`config.mk`:
```
export PLATFORM = sky130hd
export DESIGN_NAME = mem_subword_rmw
export DESIGN_NICKNAME = d
export VERILOG_FILES = /design/src/rtl/mem_pkg.sv /design/src/rtl/mem_load_ext.sv /design/src/rtl/mem_subword_rmw.sv
export SDC_FILE = /design/constraint.sdc
export NUM_CORES = 1
export LEC_CHECK = 0
export BUFFER_PORTS_ARGS = -buffer_cell sky130_fd_sc_hd__buf_2
export CORE_ASPECT_RATIO = 0.75
export CORE_MARGIN = 5
export CORE_UTILIZATION = 52
export DETAILED_ROUTE_END_ITERATION = 6
export HOLD_SLACK_MARGIN = 0.05
export PLACE_DENSITY_LB_ADDON = 0.15
export SYNTH_ARGS = -nofsm -noshare
export SYNTH_HDL_FRONTEND = slang
export SYNTH_SLANG_ARGS = --single-unit
```
`constraint.sdc`:
```
create_clock -name clk -period 7.05 [get_ports clk]
set_input_delay 2.115 -clock clk [delete_from_list [all_inputs] [get_ports clk]]
set_output_delay 2.115 -clock clk [all_outputs]
set_load 0.05 [all_outputs]
```
`src/rtl/mem_pkg.sv`:
```
// mem_pkg
// Shared definitions for the data-memory access unit.
//   - Size encodings carried on req_size (byte, half, word).
//   - FSM state encoding used by mem_subword_rmw.
//   - lane_mask(): which bytes of a word an access touches.
//   - access_bad(): illegal size or misaligned address detection.
package mem_pkg;

   localparam logic [1:0] SZ_BYTE = 2'b00;
   localparam logic [1:0] SZ_HALF = 2'b01;
   localparam logic [1:0] SZ_WORD = 2'b10;

   typedef enum logic [1:0] {
      ST_IDLE = 2'd0,
      ST_RD   = 2'd1,
      ST_WR   = 2'd2,
      ST_RESP = 2'd3
   } state_t;

   // Byte-enable mask for a size/offset pair, bit i covers bits [8i+7:8i]
   // of the word (little-endian lanes). Illegal sizes touch nothing.
   function automatic logic [3:0] lane_mask(input logic [1:0] size,
                                            input logic [1:0] lane);
      logic [3:0] mask;
      mask = 4'b0000;
      case (size)
         SZ_BYTE: mask = 4'b0001 << lane;
         SZ_HALF: mask = lane[1] ? 4'b1100 : 4'b0011;
         SZ_WORD: mask = 4'b1111;
         default: mask = 4'b0000;
      endcase
      return mask;
   endfunction

   // An access is rejected if its size is illegal or it is not naturally
   // aligned to its own size.
   function automatic logic access_bad(input logic [1:0] size,
                                       input logic [1:0] lane);
      logic bad;
      bad = 1'b0;
      case (size)
         SZ_BYTE: bad = 1'b0;
         SZ_HALF: bad = lane[0];
         SZ_WORD: bad = (lane != 2'b00);
         default: bad = 1'b1;
      endcase
      return bad;
   endfunction

endpackage

```
`src/rtl/mem_load_ext.sv`:
```
// mem_load_ext
// Combinational load lane extractor. Picks the addressed byte or halfword
// out of a full memory word and sign- or zero-extends it to 32 bits.
// Ports:
//   size   in  2   access size (SZ_BYTE / SZ_HALF / SZ_WORD)
//   uns    in  1   1 = zero-extend, 0 = sign-extend (ignored for words)
//   lane   in  2   byte offset of the access inside the word
//   word   in  32  full word read from memory
//   ext32  out 32  extended load result
module mem_load_ext
   import mem_pkg::*;
(
   input  logic [1:0]  size,
   input  logic        uns,
   input  logic [1:0]  lane,
   input  logic [31:0] word,
   output logic [31:0] ext32
);

   logic [7:0]  byte_sel;
   logic [15:0] half_sel;

   // Lane select then extend. A half only ever sits at offset 0 or 2, so
   // lane[1] alone picks which 16 bits; the fill bit is the lane's top bit
   // masked off for unsigned loads.
   always_comb begin
      byte_sel = word[{lane, 3'b000} +: 8];
      half_sel = word[{lane[1], 4'b0000} +: 16];
      ext32    = word;
      case (size)
         SZ_BYTE: ext32 = {{24{byte_sel[7] & ~uns}}, byte_sel};
         SZ_HALF: ext32 = {{16{half_sel[15] & ~uns}}, half_sel};
         default: ext32 = word;
      endcase
   end

endmodule

```
`src/rtl/mem_subword_rmw.sv`:
```
// mem_subword_rmw
// Data-memory access unit between the CPU datapath and a word-only RAM.
// Stores narrower than a word are done as read-modify-write; loads pull the
// addressed lane out of the word and extend it to 32 bits. A watchdog aborts
// accesses the memory never acknowledges.
// Ports:
//   clk, rst      clock (rising edge), asynchronous active-high reset
//   req_valid     CPU request present
//   req_ready     unit idle and able to accept a request
//   req_we        1 = store, 0 = load
//   req_size      00 byte, 01 half, 10 word, 11 illegal
//   req_unsigned  loads: 1 = zero-extend, 0 = sign-extend
//   req_addr      byte address
//   req_wdata     store data, byte/half in the low bits
//   resp_valid    one-cycle completion pulse
//   resp_rdata    extended load data, 0 for stores and errors
//   resp_err      misaligned, illegal size or timeout
//   mem_addr      word-aligned memory address
//   mem_rd        read strobe, held until mem_ack
//   mem_wr        write strobe, held until mem_ack
//   mem_wdata     full word to write
//   mem_rdata     read data, valid with mem_ack during a read
//   mem_ack       memory completes the current strobe
module mem_subword_rmw
   import mem_pkg::*;
#(
   parameter int AW      = 32,
   parameter int TIMEOUT = 255
)(
   input  logic          clk,
   input  logic          rst,
   input  logic          req_valid,
   output logic          req_ready,
   input  logic          req_we,
   input  logic [1:0]    req_size,
   input  logic          req_unsigned,
   input  logic [AW-1:0] req_addr,
   input  logic [31:0]   req_wdata,
   output logic          resp_valid,
   output logic [31:0]   resp_rdata,
   output logic          resp_err,
   output logic [AW-1:0] mem_addr,
   output logic          mem_rd,
   output logic          mem_wr,
   output logic [31:0]   mem_wdata,
   input  logic [31:0]   mem_rdata,
   input  logic          mem_ack
);

   // The counter only has to reach TIMEOUT-1: it holds the number of strobe
   // cycles already completed, so expiry is flagged in the TIMEOUT-th cycle.
   localparam int CW = (TIMEOUT > 1) ? $clog2(TIMEOUT) : 1;
   localparam logic [CW-1:0] WDOG_LAST = CW'(TIMEOUT - 1);

   state_t        state;
   logic [1:0]    lane_q;
   logic [1:0]    size_q;
   logic          we_q;
   logic          uns_q;
   logic [15:0]   wdata_q;
   logic [CW-1:0] wdog_cnt;

   logic [31:0]   load_word;
   logic [31:0]   merged_word;
   logic [31:0]   store_rep;
   logic [3:0]    store_mask;
   logic          wdog_expired;

   mem_load_ext u_load_ext (
      .size  (size_q),
      .uns   (uns_q),
      .lane  (lane_q),
      .word  (mem_rdata),
      .ext32 (load_word)
   );

   // Store merge: replicate the store data across every lane of its size so
   // the byte mask alone decides which bytes come from the CPU and which are
   // kept untouched from the word just read.
   always_comb begin
      store_mask  = lane_mask(size_q, lane_q);
      store_rep   = (size_q == SZ_BYTE) ? {4{wdata_q[7:0]}} : {2{wdata_q}};
      merged_word = mem_rdata;
      for (int i = 0; i < 4; i++) begin
         if (store_mask[i]) begin
            merged_word[8*i +: 8] = store_rep[8*i +: 8];
         end
      end
   end

   // A TIMEOUT of zero disables the watchdog entirely.
   assign wdog_expired = (TIMEOUT != 0) && (wdog_cnt == WDOG_LAST);

   // Main FSM with registered outputs. Every strobe and response flag is
   // set on the edge that enters its state and cleared on the edge that
   // leaves it, so mem_rd and mem_wr can never overlap and mem_addr only
   // changes on acceptance. In RD/WR an ack takes priority over watchdog
   // expiry, and the watchdog restarts from zero on every state change.
   always_ff @(posedge clk or posedge rst) begin
      if (rst) begin
         state      <= ST_IDLE;
         req_ready  <= 1'b1;
         resp_valid <= 1'b0;
         resp_rdata <= '0;
         resp_err   <= 1'b0;
         mem_addr   <= '0;
         mem_rd     <= 1'b0;
         mem_wr     <= 1'b0;
         mem_wdata  <= '0;
         lane_q     <= '0;
         size_q     <= '0;
         we_q       <= 1'b0;
         uns_q      <= 1'b0;
         wdata_q    <= '0;
         wdog_cnt   <= '0;
      end else begin
         case (state)
            ST_IDLE: begin
               if (req_valid && req_ready) begin
                  req_ready  <= 1'b0;
                  mem_addr   <= {req_addr[AW-1:2], 2'b00};
                  lane_q     <= req_addr[1:0];
                  size_q     <= req_size;
                  we_q       <= req_we;
                  uns_q      <= req_unsigned;
                  wdata_q    <= req_wdata[15:0];
                  wdog_cnt   <= '0;
                  resp_rdata <= '0;
                  if (access_bad(req_size, req_addr[1:0])) begin
                     state      <= ST_RESP;
                     resp_valid <= 1'b1;
                     resp_err   <= 1'b1;
                  end else if (!req_we || (req_size != SZ_WORD)) begin
                     state  <= ST_RD;
                     mem_rd <= 1'b1;
                  end else begin
                     state     <= ST_WR;
                     mem_wr    <= 1'b1;
                     mem_wdata <= req_wdata;
                  end
               end
            end

            ST_RD: begin
               if (mem_ack) begin
                  mem_rd   <= 1'b0;
                  wdog_cnt <= '0;
                  if (we_q) begin
                     state     <= ST_WR;
                     mem_wr    <= 1'b1;
                     mem_wdata <= merged_word;
                  end else begin
                     state      <= ST_RESP;
                     resp_valid <= 1'b1;
                     resp_rdata <= load_word;
                  end
               end else if (wdog_expired) begin
                  state      <= ST_RESP;
                  mem_rd     <= 1'b0;
                  wdog_cnt   <= '0;
                  resp_valid <= 1'b1;
                  resp_err   <= 1'b1;
               end else begin
                  wdog_cnt <= wdog_cnt + CW'(1);
               end
            end

            ST_WR: begin
               if (mem_ack) begin
                  state      <= ST_RESP;
                  mem_wr     <= 1'b0;
                  wdog_cnt   <= '0;
                  resp_valid <= 1'b1;
               end else if (wdog_expired) begin
                  state      <= ST_RESP;
                  mem_wr     <= 1'b0;
                  wdog_cnt   <= '0;
                  resp_valid <= 1'b1;
                  resp_err   <= 1'b1;
               end else begin
                  wdog_cnt <= wdog_cnt + CW'(1);
               end
            end

            ST_RESP: begin
               state      <= ST_IDLE;
               req_ready  <= 1'b1;
               resp_valid <= 1'b0;
               resp_err   <= 1'b0;
               resp_rdata <= '0;
               mem_wdata  <= '0;
            end

            default: begin
               state      <= ST_IDLE;
               req_ready  <= 1'b1;
               resp_valid <= 1'b0;
               resp_err   <= 1'b0;
               mem_rd     <= 1'b0;
               mem_wr     <= 1'b0;
            end
         endcase
      end
   end

endmodule

```
After elaboration in Yosys (flattened, before gate mapping)
Index checks and enable logic that the tools add are counted.
Cells by class
  $add $sub $neg: 1
  multiply operators: 0
  div/mod/pow operators: 0
  magnitude comparators: 0
  equality and inequality tests: 22
  shift operators: 3
  multiplexer cells: 57
  bitwise logic cells: 3
  reductions and logical operators: 22
Operators by type and width (number)
  $mux W32: 9
  $pmux W32 S3: 2
  $pmux W32 S2: 1
  $mux W8: 7
  $shiftx A32 B6 Y16: 1
  $shiftx A32 B6 Y8: 1
  $mux W1: 22
  $ne A2 B2 Y1 const B: 10
  $pmux W8 S2: 1
  $mux W2: 6
  $pmux W4 S3: 1
  $ne A3 B3 Y1 const B: 3
  $pmux W1 S3: 3
  $add A8 B1 Y8 const B: 1
  $eq A2 B2 Y1 const B: 4
  $eq A8 B8 Y1 const B: 1
  $pmux W2 S4: 1
  $reduce_and A4 Y1: 2
  $reduce_bool A2 Y1: 4
  $reduce_and A7 Y1: 1
  $eq A2 B1 Y1 const B: 3
  $logic_not A2 Y1: 3
  $reduce_and A2 Y1: 3
  $reduce_and A6 Y1: 1
  14 further kinds: 17
Word-level totals
  register bits after elaboration: 131
  latch bits: 0
  memory bits (writable): 0
  memory bits (read-only): 0
  output and inout bits: 101
  memories: 0

Logic depth before layout (Yosys ltp)
Gate-level depths: netlist of the first run.
  word-level depth: 7
  mapped depth: 8

Hierarchy
A second synthesis of the first run with hierarchy kept.
Unflattened totals
  cell total of the unflattened synthesis: 834
  area, all modules: 6999.2 sq um
By module, submodules not included
  mem_subword_rmw: instances 1, cells an instance 717, area an instance 6284.8 sq um
  mem_load_ext: instances 1, cells an instance 117, area an instance 714.4 sq um

Least setup slack after synthesis of the first run
OpenSTA, ideal clock, no wires.
  path type: input-to-reg
  start: input req_valid
  end: register resp_rdata[16]
  setup time: 0.067 ns
  arrival: 3.401 ns
  data required time: 6.983 ns
  path slack: 3.582 ns
  stages on the path: 6
  path buffers: 2
  cells stage by stage: buf_2 > a21boi_4 > or4_4 > buf_6 > a221oi_4 > a22o_1
On the way
  cells in the longest elaborated chain, start to end: 3
Ends and longest elaborated chain
  start: declaration: line mem_subword_rmw.sv:32  | input logic req_valid,
  $logic_and A1 B1 Y1: line mem_subword_rmw.sv:119  | if (req_valid && req_ready) begin
  $ne A2 B2 Y1 (no line)
  $reduce_and A4 Y1 (no line)
  end signal: assignment: line mem_subword_rmw.sv:155  | resp_rdata <= load_word;
  end: declaration: line mem_subword_rmw.sv:40  | output logic [31:0] resp_rdata,
No other way between the ends.
A chain may end at the register's enable or synchronous reset.

Worst setup path after layout of the first run
  start: input req_valid
  end: register mem_wdata[16]
On the way
  cells in the longest elaborated chain, start to end: 3
Ends and longest elaborated chain
  $logic_and A1 B1 Y1: line mem_subword_rmw.sv:119
  $ne A2 B2 Y1 (no line)
  $reduce_and A6 Y1 (no line)
  end signal: assignment: line mem_subword_rmw.sv:139  | mem_wdata <= req_wdata;
  end signal: assignment: line mem_subword_rmw.sv:151  | mem_wdata <= merged_word;
  end: declaration: line mem_subword_rmw.sv:45  | output logic [31:0] mem_wdata,
No other way between the ends.

==> key figures, run 1 <==
STA
  – Worst slew margin: a little over a fifth
  – Layout Skew: 0.00911 ns
  – # setup viols final: 0
  – Worst slew pin tran: roughly 1.2 ns
  – Final period util: 61.9%
  – Minimum clock period: 4.36 ns
  – Final setup TNS: 0 ns
  – Setup ws final: 2.69 ns
  – Final hold vios: 0
  – Fmax: 229 MHz
  – RSZ-0062 raised after global routing: false
  – Max-slew violations: 0

Synthesis
  – Ys async rst share: between 90% and 100%
  – Post-synthesis compound-gate area fraction: 20.8%
  – Yosys Warn Count: 0
  – Adder-cell share of the synthesized area: 1.27%
  – Synth Area in XOR/XNOR: 0%
  – Sequential area share after synthesis: 47.4%
  – Synth cell types: 60
  – Mux share of post-synthesis cell area: 5.16%
  – Mapped Cells: between 700 and 800
  – Mean post-synth cell area: about 8.9 sq um
  – Synth Area in Simple Gates: 21.0%
  – Synth Cell Area: between 6000 and 7000 sq um
  – Flops & latches, synth: 131
  – Post-synth EDFFs: 0
  – Synth Flop Type: dfrtp_1
  – Main combinational cell family by area after synthesis: simple AND/OR/NAND/NOR gates

Final layout
  – Syn-to-layout area delta: 23.7%
  – Final net count: 1064
  – Share of cells above drive strength 1: 29.8%
  – Finished Layout Cells: 1138
  – Commonest non-fill, non-tap cell in the layout: nand2_1
  – Commonest non-fill, non-tap cells in the layout: nand2_1 (258), buf_2 (202), dfrtp_1 (130)

Floorplan
  – Num ports: 205
  – Die area: approximately 16000 sq um
  – Row count: 36
  – Die height: 110 um
  – Core ar.: between 10000 and 15000 sq um
  – Die W: 143 um
  – Initial core utilization: a little over half

Placed design
  – Hpwl dp: 14.5 mm
  – DP Worst Slack: 2.29 ns
  – Port bufs: 202
  – Routability cong.: 0.879
  – Placed insts: 1105

Flow run
  – Max Cap Viol: 0

Clocking
  – Clk sinks: 131
  – CTS tree: built
  – Root Buffer: clkbuf_16
  – Clk_lat worst skew: roughly 0.42 ns
  – Cts bufs inserted: 17
  – H-tree levels: 4
  – Clock transition at path regs: 0.06 ns
  – PostCTS Resize Cnt: 0
  – Postcts setup bufs: 0
  – Largest buffer count on any clock path: 2
  – Hold Buf Count CTS: 0

Power and ir drop
  – Pwr Total: 4880 uW
  – PD cells: 571 nW/um^2
  – Lkg Pwr: 0.00423 uW
  – Peak VDD IR: 306 uV

Worst setup path
  – WP buf/inv: 3
  – RR Startpoint: state[0]$_DFFE_PP0P_
  – Crit path largest cell delay: 0.97 ns
  – Data required time at the worst endpoint: ~7.3 ns
  – Crit path from: req_valid
  – CP most frequent cell: buf_4
  – Top delay family on crit path: simple AND/OR/NAND/NOR gates
  – Critical path's slowest cell: and2_1
  – Worst setup SP type: primary input
  – Crit path max fanout: 55
  – Critical-path cell list: buf_2 -> nand3_2 -> buf_4 -> o32ai_4 -> buf_4 -> and2_1 -> a31oi_1
  – Critical path type: in2reg
  – CP endpoint kind: flop
  – Crit path arrival time: 4.60 ns

Route
  – # DRC: 0
  – Final wirelength: 20.8 mm
  – Initial DRC count: around 540
  – First-pass iteration count of the detailed router: 6
  – Routed len/inst: 18.3 um
  – Vias post-DR: 6467
  – Detail Route Antenna Nets: 0
  – Via-to-Cell Ratio: approximately 5.7

Global route
  – Global-route wire length before repair: between 30 and 40 mm
  – Largest net degree at the start of global routing: 68
  – Vias in the first global route: 5916
  – Initial antenna violation count: 0
  – Remaining global-route overflow: 0
  – Overall routing resource usage: 26.2%

Hold path
  – Worst hold-check path type: reg2reg
  – Hold Crit Start: mem_addr[7]$_DFFE_PP0P_

Outcome
  – Status: finished clean
==> tightest hold or removal path, stage by stage, from the launching register on <==
cell and delay [ns]:
dfrtp_1 0.34, nand2_1 0.05, nand2_1 0.05
==> cell usage after synthesis (all sizes together), types with 2 or more instances <==
cell	n	share of area [%]
nand2	258	14
dfrtp	130	47
a21oi	50	3.8
a31oi	36	3.3
clkbuf	32	1.8
mux2	29	4.7
nand2b	27	2.4
o21ai	25	1.9
a22o	24	3.0
buf	24	2.0
nand3	19	1.4
nor2	16	0.94
a21o	10	1.1
inv	9	0.49
o211ai	9	0.98
o21bai	8	0.87
o221ai	8	1.0
a22oi	7	0.76
ha	7	1.3
o2111ai	7	0.89
nor3	4	0.36
and2	3	0.27
mux2i	3	0.43
o31ai	3	0.33
a211o	2	0.25
and3	2	0.18
and4	2	0.25
nor2b	2	0.18
nor4	2	0.18
o31a	2	0.25
or3	2	0.25
==> sequential cells by signal, summed over array words and instances, names as in the netlist <==
name / cells
mem_wdata: 32
resp_rdata: 32
mem_addr: 30
wdata_q: 16
wdog_cnt: 8
lane_q: 2
size_q: 2
state: 2
mem_rd: 1
mem_wr: 1
req_ready: 1
resp_err: 1
resp_valid: 1
uns_q: 1
we_q: 1
==> worst paths after layout <==
| check | end | slack (ns) | depth (start not counted) |
|---|---|---|---|
| min in group asynchronous | mem_addr[10]$_DFFE_PP0P_ | 1.85 | 2 |
| setup reg to reg | mem_wdata[16]$_DFFE_PP0P_ | 3.50 | 8 |
| hold / removal | mem_addr[7]$_DFFE_PP0P_ | 0.47 | 2 |
| max in group asynchronous | resp_valid$_DFFE_PP0P_ | 3.90 | 3 |
| setup / recovery | mem_wdata[16]$_DFFE_PP0P_ | 2.69 | 7 |
| hold reg to reg | mem_addr[7]$_DFFE_PP0P_ | 0.47 | 2 |
==> layer usage <==
metal | wire [um] | up-vias | GRT usage [%]
met5 | 0 | - | 0
met1 | 9360 | 3093 | 37.5
met3 | 1820 | 31 | 6.87
met4 | 296 | 0 | 7.46
li1 | - | 3069 | -
met2 | 9320 | 274 | 39.5
==> cells by family after synthesis <==
| kind of cell | count (synthesis) |
|---|---|
| mux | 32 |
| simple gates | 341 |
| fa+ha+maj | 7 |
| buf+inv | 66 |
| flops | 131 |
| other cells | 1 |
| compound gates | 202 |
==> where the power goes <==
part	internal (uW)	switching, uW
Clock	560	357
Combinational	727	1920
Sequential	1060	252
==> per-stage QoR <==
step                hold slack (ns)  utilization, %  cell area, sq um
floorplan                     0.442               -              6920
global placement              0.453            61.0              7950
detailed placement            0.458            61.0              7950
CTS                           0.473            65.7              8550
global route                  0.489            65.7              8550
finish                        0.469            65.7              8550
==> cell type report <==
type / count / area, sq um
clock inverter: 14 / 178
timing repair buffer: 209 / 1060
fill: 1084 / 4460
sequential: 131 / 3280
clock buffer: 18 / 429
multi-input combinational: 584 / 3350
tap: 171 / 214
antenna: 1 / 2.50
inverter: 10 / 40.0
Note: power is estimated with default switching activity, not from simulation.
==> run 2, diff against run 1 <==
Settings changed: ABC_AREA set to 1, CORE_UTILIZATION 52 to 48.
Clock period 7.05 ns to 3.7 ns, I/O delays scaled along.
==> run 2 against run 1 <==
Combinational power grew 110%. Worst setup slack lost 1.5 ns. Die area grew 12%. Total power grew 100%. Design area grew 3.6%. Sequential cell count is the same. First-iteration DRC count grew 16%.
==> key figures, run 2 <==
Route
  – # DRC: 0 (unchanged)
  – Vias post-DR: 7231 (+12%)
  – Routed len/inst: 15.2 um (-17%)
  – Via-to-Cell Ratio: 5.03 (-11%)
  – First-pass iteration count of the detailed router: 6 (unchanged)
  – Final wirelength: 21.9 mm (+5.2%)
  – Initial DRC count: 631 (+16%)
  – Detail Route Antenna Nets: 0 (unchanged)

Placed design
  – Hpwl dp: 16.2 mm (+12%)
  – Placed insts: 1404 (+27%)
  – Routability cong.: 0.922 (+4.8%)
  – Port bufs: 202 (unchanged)

Power and ir drop
  – Lkg Pwr: 0.00517 uW (+22%)
  – PD cells: 1100 nW/um^2 (+93%)
  – Peak VDD IR: 476 uV (+56%)

Flow run
  – Max Cap Viol: 0 (unchanged)

STA
  – Final hold vios: 0 (unchanged)
  – Minimum clock period: 2.47 ns
  – Worst slew margin: 32.1% (+11 points)
  – Worst slew pin tran: 1.02 ns (-0.160 ns)
  – RSZ-0062 raised after global routing: false
  – Final setup TNS: 0 ns (unchanged)
  – # setup viols final: 0 (unchanged)
  – Final period util: approximately 67%
  – Max-slew violations: 0 (unchanged)
  – Layout Skew: 0.00599 ns (-0.00312 ns)
  – Fmax: 405 MHz

Final layout
  – Post-layout util: 60.9% (-4.8 points)
  – Multi-input gate area: 3380 sq um (+1.1%)
  – FILL cells: 1399 (+29%)
  – Syn-to-layout area delta: 23.4%
  – Commonest non-fill, non-tap cells in the layout: nand2_1 (551), buf_2 (202), dfrtp_1 (130)
  – Register area: 3280 sq um (unchanged)
  – Commonest non-fill, non-tap cell in the layout: nand2_1
  – Top Registers: mem_wdata x32, resp_rdata x32, mem_addr x30
  – Final net count: 1334 (+25%)
  – Finished Layout Cells: 1437 (+26%)
  – Share of cells above drive strength 1: 21.4% (-8.4 points)

Synthesis
  – Leading area contributor after synthesis: dfrtp_1
  – Synth Flop Type: dfrtp_1
  – Mapped Cells: 1042 (+34%)
  – Sequential area share after synthesis: 45.6% (-1.8 points)
  – Post-synth EDFFs: 0 (unchanged)
  – Most instantiated cells after synthesis: nand2_1 (552), dfrtp_1 (130), inv_1 (63), nand3_1 (59), o21ai_0 (57)
  – Area contributors post-synth: dfrtp_1 (45%), nand2_1 (29%), nand3_1 (4.1%)
  – Yosys Warn Count: 0 (unchanged)
  – Mean post-synth cell area: 6.89 sq um (-22%)
  – Synth top area share: 45.3% (-1.8 points)
  – Synth Cell Area: 7180 sq um (+3.9%)
  – Flops & latches, synth: 131 (unchanged)
  – Synth cell types: 28 (-53%)
  – Ys async rst share: 100% (unchanged)
  – Top-count cell post-synth: nand2_1

Clocking
  – Hold Buf Count CTS: 0 (unchanged)
  – PostCTS Resize Cnt: 0 (unchanged)
  – Largest buffer count on any clock path: 2 (unchanged)
  – Postcts setup bufs: 0 (unchanged)
  – Root Buffer: clkbuf_16
  – Clock transition at path regs: 0.06 ns (about the same)
  – Clk sinks: 131 (unchanged)
  – CTS tree: built
  – H-tree levels: 4 (unchanged)
  – Cts bufs inserted: 17 (unchanged)
  – Clk_lat worst skew: 0.41 ns (about the same)

Global route
  – Initial antenna violation count: 5 (+5)
  – Overall routing resource usage: 25.2% (-0.98 points)
  – Global-route wire length before repair: 34.7 mm (+8.5%)
  – Largest net degree at the start of global routing: 44 (-35%)
  – Remaining global-route overflow: 0 (unchanged)
  – Vias in the first global route: 6594 (+11%)

Floorplan
  – Die area: 17500 sq um (+12%)
  – Die W: 151 um (+5.7%)
  – Core ar.: 14500 sq um (+12%)
  – Num ports: 205 (unchanged)
  – Initial core utilization: 49.4% (-3.7 points)
  – Row count: 38 (+5.6%)
  – Die height: 116 um (+5.5%)

Worst setup path
  – Crit path arrival time: 2.82 ns (-1.78 ns)
  – Data required time at the worst endpoint: 4.05 ns (-3.24 ns)
  – CP endpoint kind: flop
  – Crit path max fanout: 22 (-60%)
  – Critical path type: reg2reg
  – Worst setup SP type: flop

Hold path
  – Worst hold-check path type: reg2reg

Outcome
  – Status: finished clean
==> run 2: cell type report <==
class	count	area share, %
Tap cell	200	2.82
Multi-Input combinational cell	792	38.2
Inverter	68	2.92
Antenna cell	1	0.0282
Clock inverter	14	1.72
Timing Repair Buffer	213	12.5
Sequential cell	131	37.0
Clock buffer	18	4.84
==> run 2: metrics by stage <==
step / total power (uW) / worst slack, ns / hold WS [ns] / cell area [sq um]
5_1_grt: 10500 / 0.988 / 0.488 / 8860
3_5_place_dp: 8060 / 1.14 / 0.460 / 8280
4_1_cts: 9770 / 1.26 / 0.476 / 8860
3_3_place_gp: 8020 / 1.10 / 0.457 / 8280
2_1_floorplan: 6790 / 0.968 / 0.444 / 7190
6_report: 9750 / 1.23 / 0.472 / 8860
==> run 2: where the power goes <==
part / total (uW) / switching, uW / internal (uW)
Sequential: 2490 / 419 / 2080
Combinational: 5580 / 4240 / 1340
Clock: 1670 / 675 / 999
Total: 9750 / 5340 / 4410
==> run 2: path summary, 6_finish.rpt <==
kind / from / end / slack [ns] / cells after the start
setup / recovery: size_q[1]$_DFFE_PP0P_ / mem_wdata[28]$_DFFE_PP0P_ / 1.23 / 8
setup reg to reg: size_q[1]$_DFFE_PP0P_ / mem_wdata[28]$_DFFE_PP0P_ / 1.23 / 8
max in group asynchronous: rst / resp_rdata[9]$_DFFE_PP0P_ / 2.27 / 3
min in group asynchronous: rst / resp_err$_DFFE_PP0P_ / 0.71 / 2
hold reg to reg: mem_addr[11]$_DFFE_PP0P_ / mem_addr[11]$_DFFE_PP0P_ / 0.47 / 2
hold / removal: mem_addr[11]$_DFFE_PP0P_ / mem_addr[11]$_DFFE_PP0P_ / 0.47 / 2
==> run 2: critical path: stages (launching register included) <==
cell and delay, ns:
dfrtp_1 0.86, inv_2 0.34, nand3_2 0.31, nand3_2 0.33
nand2_1 0.15, nand2_1 0.09, o21ai_1 0.17, nand2_1 0.07
nand2_1 0.08
==> run 2: cells by family (layout without fill, tap and decap cells) <==
| logic type | after synthesis | in the layout | synth area share (%) |
|---|---|---|---|
| xor+xnor | 2 | 2 | 0.244 |
| buf+inv | 120 | 313 | 7.33 |
| fa+ha+maj | 7 | 7 | 1.22 |
| compound gates | 85 | 85 | 6.01 |
| other cells | 1 | 3 | 0.0522 |
| flops | 131 | 131 | 45.6 |
| simple gates | 696 | 696 | 39.5 |
==> run 2: layer usage <==
layer | global-route usage (%) | share of wire, % | vias up
li1 | - | - | 3617
met1 | 36.5 | 45 | 3264
met2 | 36.4 | 43 | 306
met3 | 8.68 | 11 | 36
met4 | 6.16 | 1.4 | 8
met5 | 0 | 0.25 | -
==> run 3, diff against run 2 <==
Settings changed: ABC_AREA 1 to 0, CORE_UTILIZATION 48 to 52.
Clock period 3.7 ns to 2.45 ns, I/O delays scaled along.
==> run 3 against run 2 <==
Via count down 11%. Total power up 44%. Largest power group unchanged. Maximum frequency up 16%. Critical endpoint is now resp_rdata[16]$_DFFE_PP0P_. Clock skew up 0.0015 ns. Critical path depth down 4. Routed wire length down 5.9%. Global-route usage up 0.74 points. Die area down 10%. Core utilization up 5.7 points.
==> key figures, run 3 (same netlist as run 1, synthesis figures left out) <==
Worst setup path
  – R2r setup slk: 0.32 ns (-0.91 ns)
  – CP endpoint kind: flop
  – Data required time at the worst endpoint: 2.80 ns (-1.25 ns)
  – Crit path largest cell delay: 0.56 ns (-0.30 ns)
  – WP buf/inv: 0 (-1)
  – Critical path type: reg2reg
  – Critical path's slowest cell: dfrtp_1
  – RR Startpoint: size_q[1]$_DFFE_PP0P_
  – Crit path arrival time: 2.47 ns (-0.35 ns)
  – Critical-path cell list: nor2_2 -> a32oi_4 -> a221oi_4 -> a22o_1
  – Worst setup SP type: flop
  – Top delay family on crit path: compound AO/OA/AOI/OAI gates
  – R2r worst-path depth: 4 (-4)
  – R2r endpoint: resp_rdata[16]$_DFFE_PP0P_
  – Crit path max fanout: 14 (-36%)

Clocking
  – Clock transition at path regs: 0.06 ns (about the same)
  – Cts bufs inserted: 17 (unchanged)
  – Clk_lat worst skew: 0.41 ns (about the same)
  – H-tree levels: 4 (unchanged)
  – Root Buffer: clkbuf_16
  – CTS tree: built
  – Clk sinks: 131 (unchanged)
  – PostCTS Resize Cnt: 0 (unchanged)
  – Postcts setup bufs: 0 (unchanged)
  – Largest buffer count on any clock path: 2 (unchanged)
  – Hold Buf Count CTS: 0 (unchanged)

Route
  – Detail Route Antenna Nets: 0 (unchanged)
  – Highest routed layer: met4
  – # DRC: 0 (unchanged)
  – Final wirelength: 20.6 mm (-5.9%)
  – WL met1: 8.91 mm (-8.7%)
  – Vias post-DR: 6448 (-11%)
  – WL met3: 2.15 mm (-9.8%)
  – Met2 Routed Length: 9.27 mm (-1.3%)
  – Initial DRC count: 629 (-0.32%)
  – Via-to-Cell Ratio: 5.60 (+11%)
  – First-pass iteration count of the detailed router: 5 (-1)
  – Routed len/inst: 17.9 um (+17%)

STA
  – # setup viols final: 0 (unchanged)
  – Fmax: 470 MHz (+16%)
  – Final setup TNS: 0 ns (unchanged)
  – Final hold vios: 0 (unchanged)
  – Minimum clock period: 2.13 ns (-0.344 ns)
  – Max-slew violations: 0 (unchanged)
  – RSZ-0062 raised after global routing: false
  – Worst slew margin: 57.5% (+25 points)
  – Worst slew pin tran: 0.638 ns (-0.380 ns)
  – Final period util: 86.8% (+20 points)
  – Layout Skew: 0.00750 ns (+0.00151 ns)

Final layout
  – Share of cells above drive strength 1: 30.7% (+9.3 points)
  – Final net count: 1077 (-19%)
  – Commonest non-fill, non-tap cells in the layout: nand2_1 (258), buf_2 (202), dfrtp_1 (130)
  – FILL cells: 1083 (-23%)
  – Commonest non-fill, non-tap cell in the layout: nand2_1
  – Syn-to-layout area delta: 25.3%
  – Top Registers: mem_wdata x32, resp_rdata x32, mem_addr x30

Hold path
  – Worst hold-check path type: in2async

Global route
  – Vias in the first global route: 5984 (-9.3%)
  – Overall routing resource usage: 25.9% (+0.74 points)
  – Initial antenna violation count: 0 (-5)
  – Remaining global-route overflow: 0 (unchanged)
  – Largest net degree at the start of global routing: 110 (+150%)
  – Global-route wire length before repair: 31.8 mm (-8.2%)

Placed design
  – Routability cong.: 0.897 (-2.7%)
  – Hpwl dp: 14.6 mm (-10%)
  – Port bufs: 202 (unchanged)

Power and ir drop
  – Pwr Total: 14000 uW (+44%)
  – Peak VDD IR: 930 uV (+95%)
  – Lkg Pwr: 0.00429 uW (-17%)
  – PD cells: 1620 nW/um^2 (+47%)

Floorplan
  – Die area: 15700 sq um (-10%)
  – Row count: 36 (-5.3%)
  – Num ports: 205 (unchanged)
  – Die W: 143 um (-5.4%)
  – Die height: 110 um (-5.2%)
  – Initial core utilization: 53.1% (+3.7 points)
  – Core ar.: 13000 sq um (-11%)

Flow run
  – Max Cap Viol: 0 (unchanged)

Outcome
  – Status: finished clean
[run 3: changes by cell type in the layout (fill, tap and decap cells not counted), sizes merged, moves of 26 or more]
cell,change
nand3,-51
a31oi,+35
nand2,-295
nand2b,+27
a21oi,+33
nand4,-26
o21ai,-40
mux2,+29
nor2,-28
inv,-58
[run 3: power by group]
| part | internal, uW | switching, uW | total [uW] |
|---|---|---|---|
| clock | 1510 | 1000 | 2510 |
| sequential | 3070 | 660 | 3730 |
| combinational | 2240 | 5560 | 7800 |
| total | 6810 | 7220 | 14000 |
[run 3: metrics by stage]
stage / hold WS, ns / cells / util (%) / instance area, sq um / setup slack, ns
final: 0.419 / 1152 / 66.6 / 8670 / 0.325
after global routing: 0.433 / 1150 / 66.5 / 8660 / 0.145
after CTS: 0.413 / 1150 / 66.5 / 8660 / 0.325
after detailed placement: 0.456 / 1118 / 62.1 / 8080 / 0.120
after global placement: 0.452 / 1118 / 62.1 / 8080 / 0.142
after floorplan: 0.442 / 781 / - / 6920 / 0.0926
[run 3: worst max-delay path by stage]
stage | depth (start not counted) | end | startpoint | slack [ns]
after floorplan | 1 | lane_q[0]$_DFFE_PP0P_ | rst | 0.09
after global routing | 8 | mem_wdata[23]$_DFFE_PP0P_ | state[0]$_DFFE_PP0P_ | 0.14
after global placement | 6 | mem_wdata[17]$_DFFE_PP0P_ | req_size[0] | 0.14
after CTS | 6 | resp_rdata[16]$_DFFE_PP0P_ | state[1]$_DFFE_PP0P_ | 0.33
final | 4 | resp_rdata[16]$_DFFE_PP0P_ | size_q[1]$_DFFE_PP0P_ | 0.32
after detailed placement | 6 | mem_wdata[3]$_DFFE_PP0P_ | req_size[0] | 0.12
[run 3: worst reg2reg max path, stage by stage, from the launching register on]
cell      delay, ns
dfrtp_1        0.56
nor2_2         0.50
a32oi_4        0.33
a221oi_4       0.49
a22o_1         0.19
[run 3: routing by layer]
metal  up-vias  global-route usage [%]
met1      3001                    38.4
li1       3088                       -
met3        33                    6.65
met4         0                    7.26
met5         -                       0
met2       326                    37.7
[run 3: layout make-up]
type	instances	area, sq um	share of cell area [%]
Antenna cell	2	5.00	0.0577
Clock inverter	14	151	1.75
Clock buffer	18	429	4.95
Tap cell	171	214	2.47
Inverter	10	41.3	0.476
Timing Repair Buffer	222	1200	13.8
Sequential cell	131	3280	37.8
Multi-Input combinational cell	584	3350	38.6
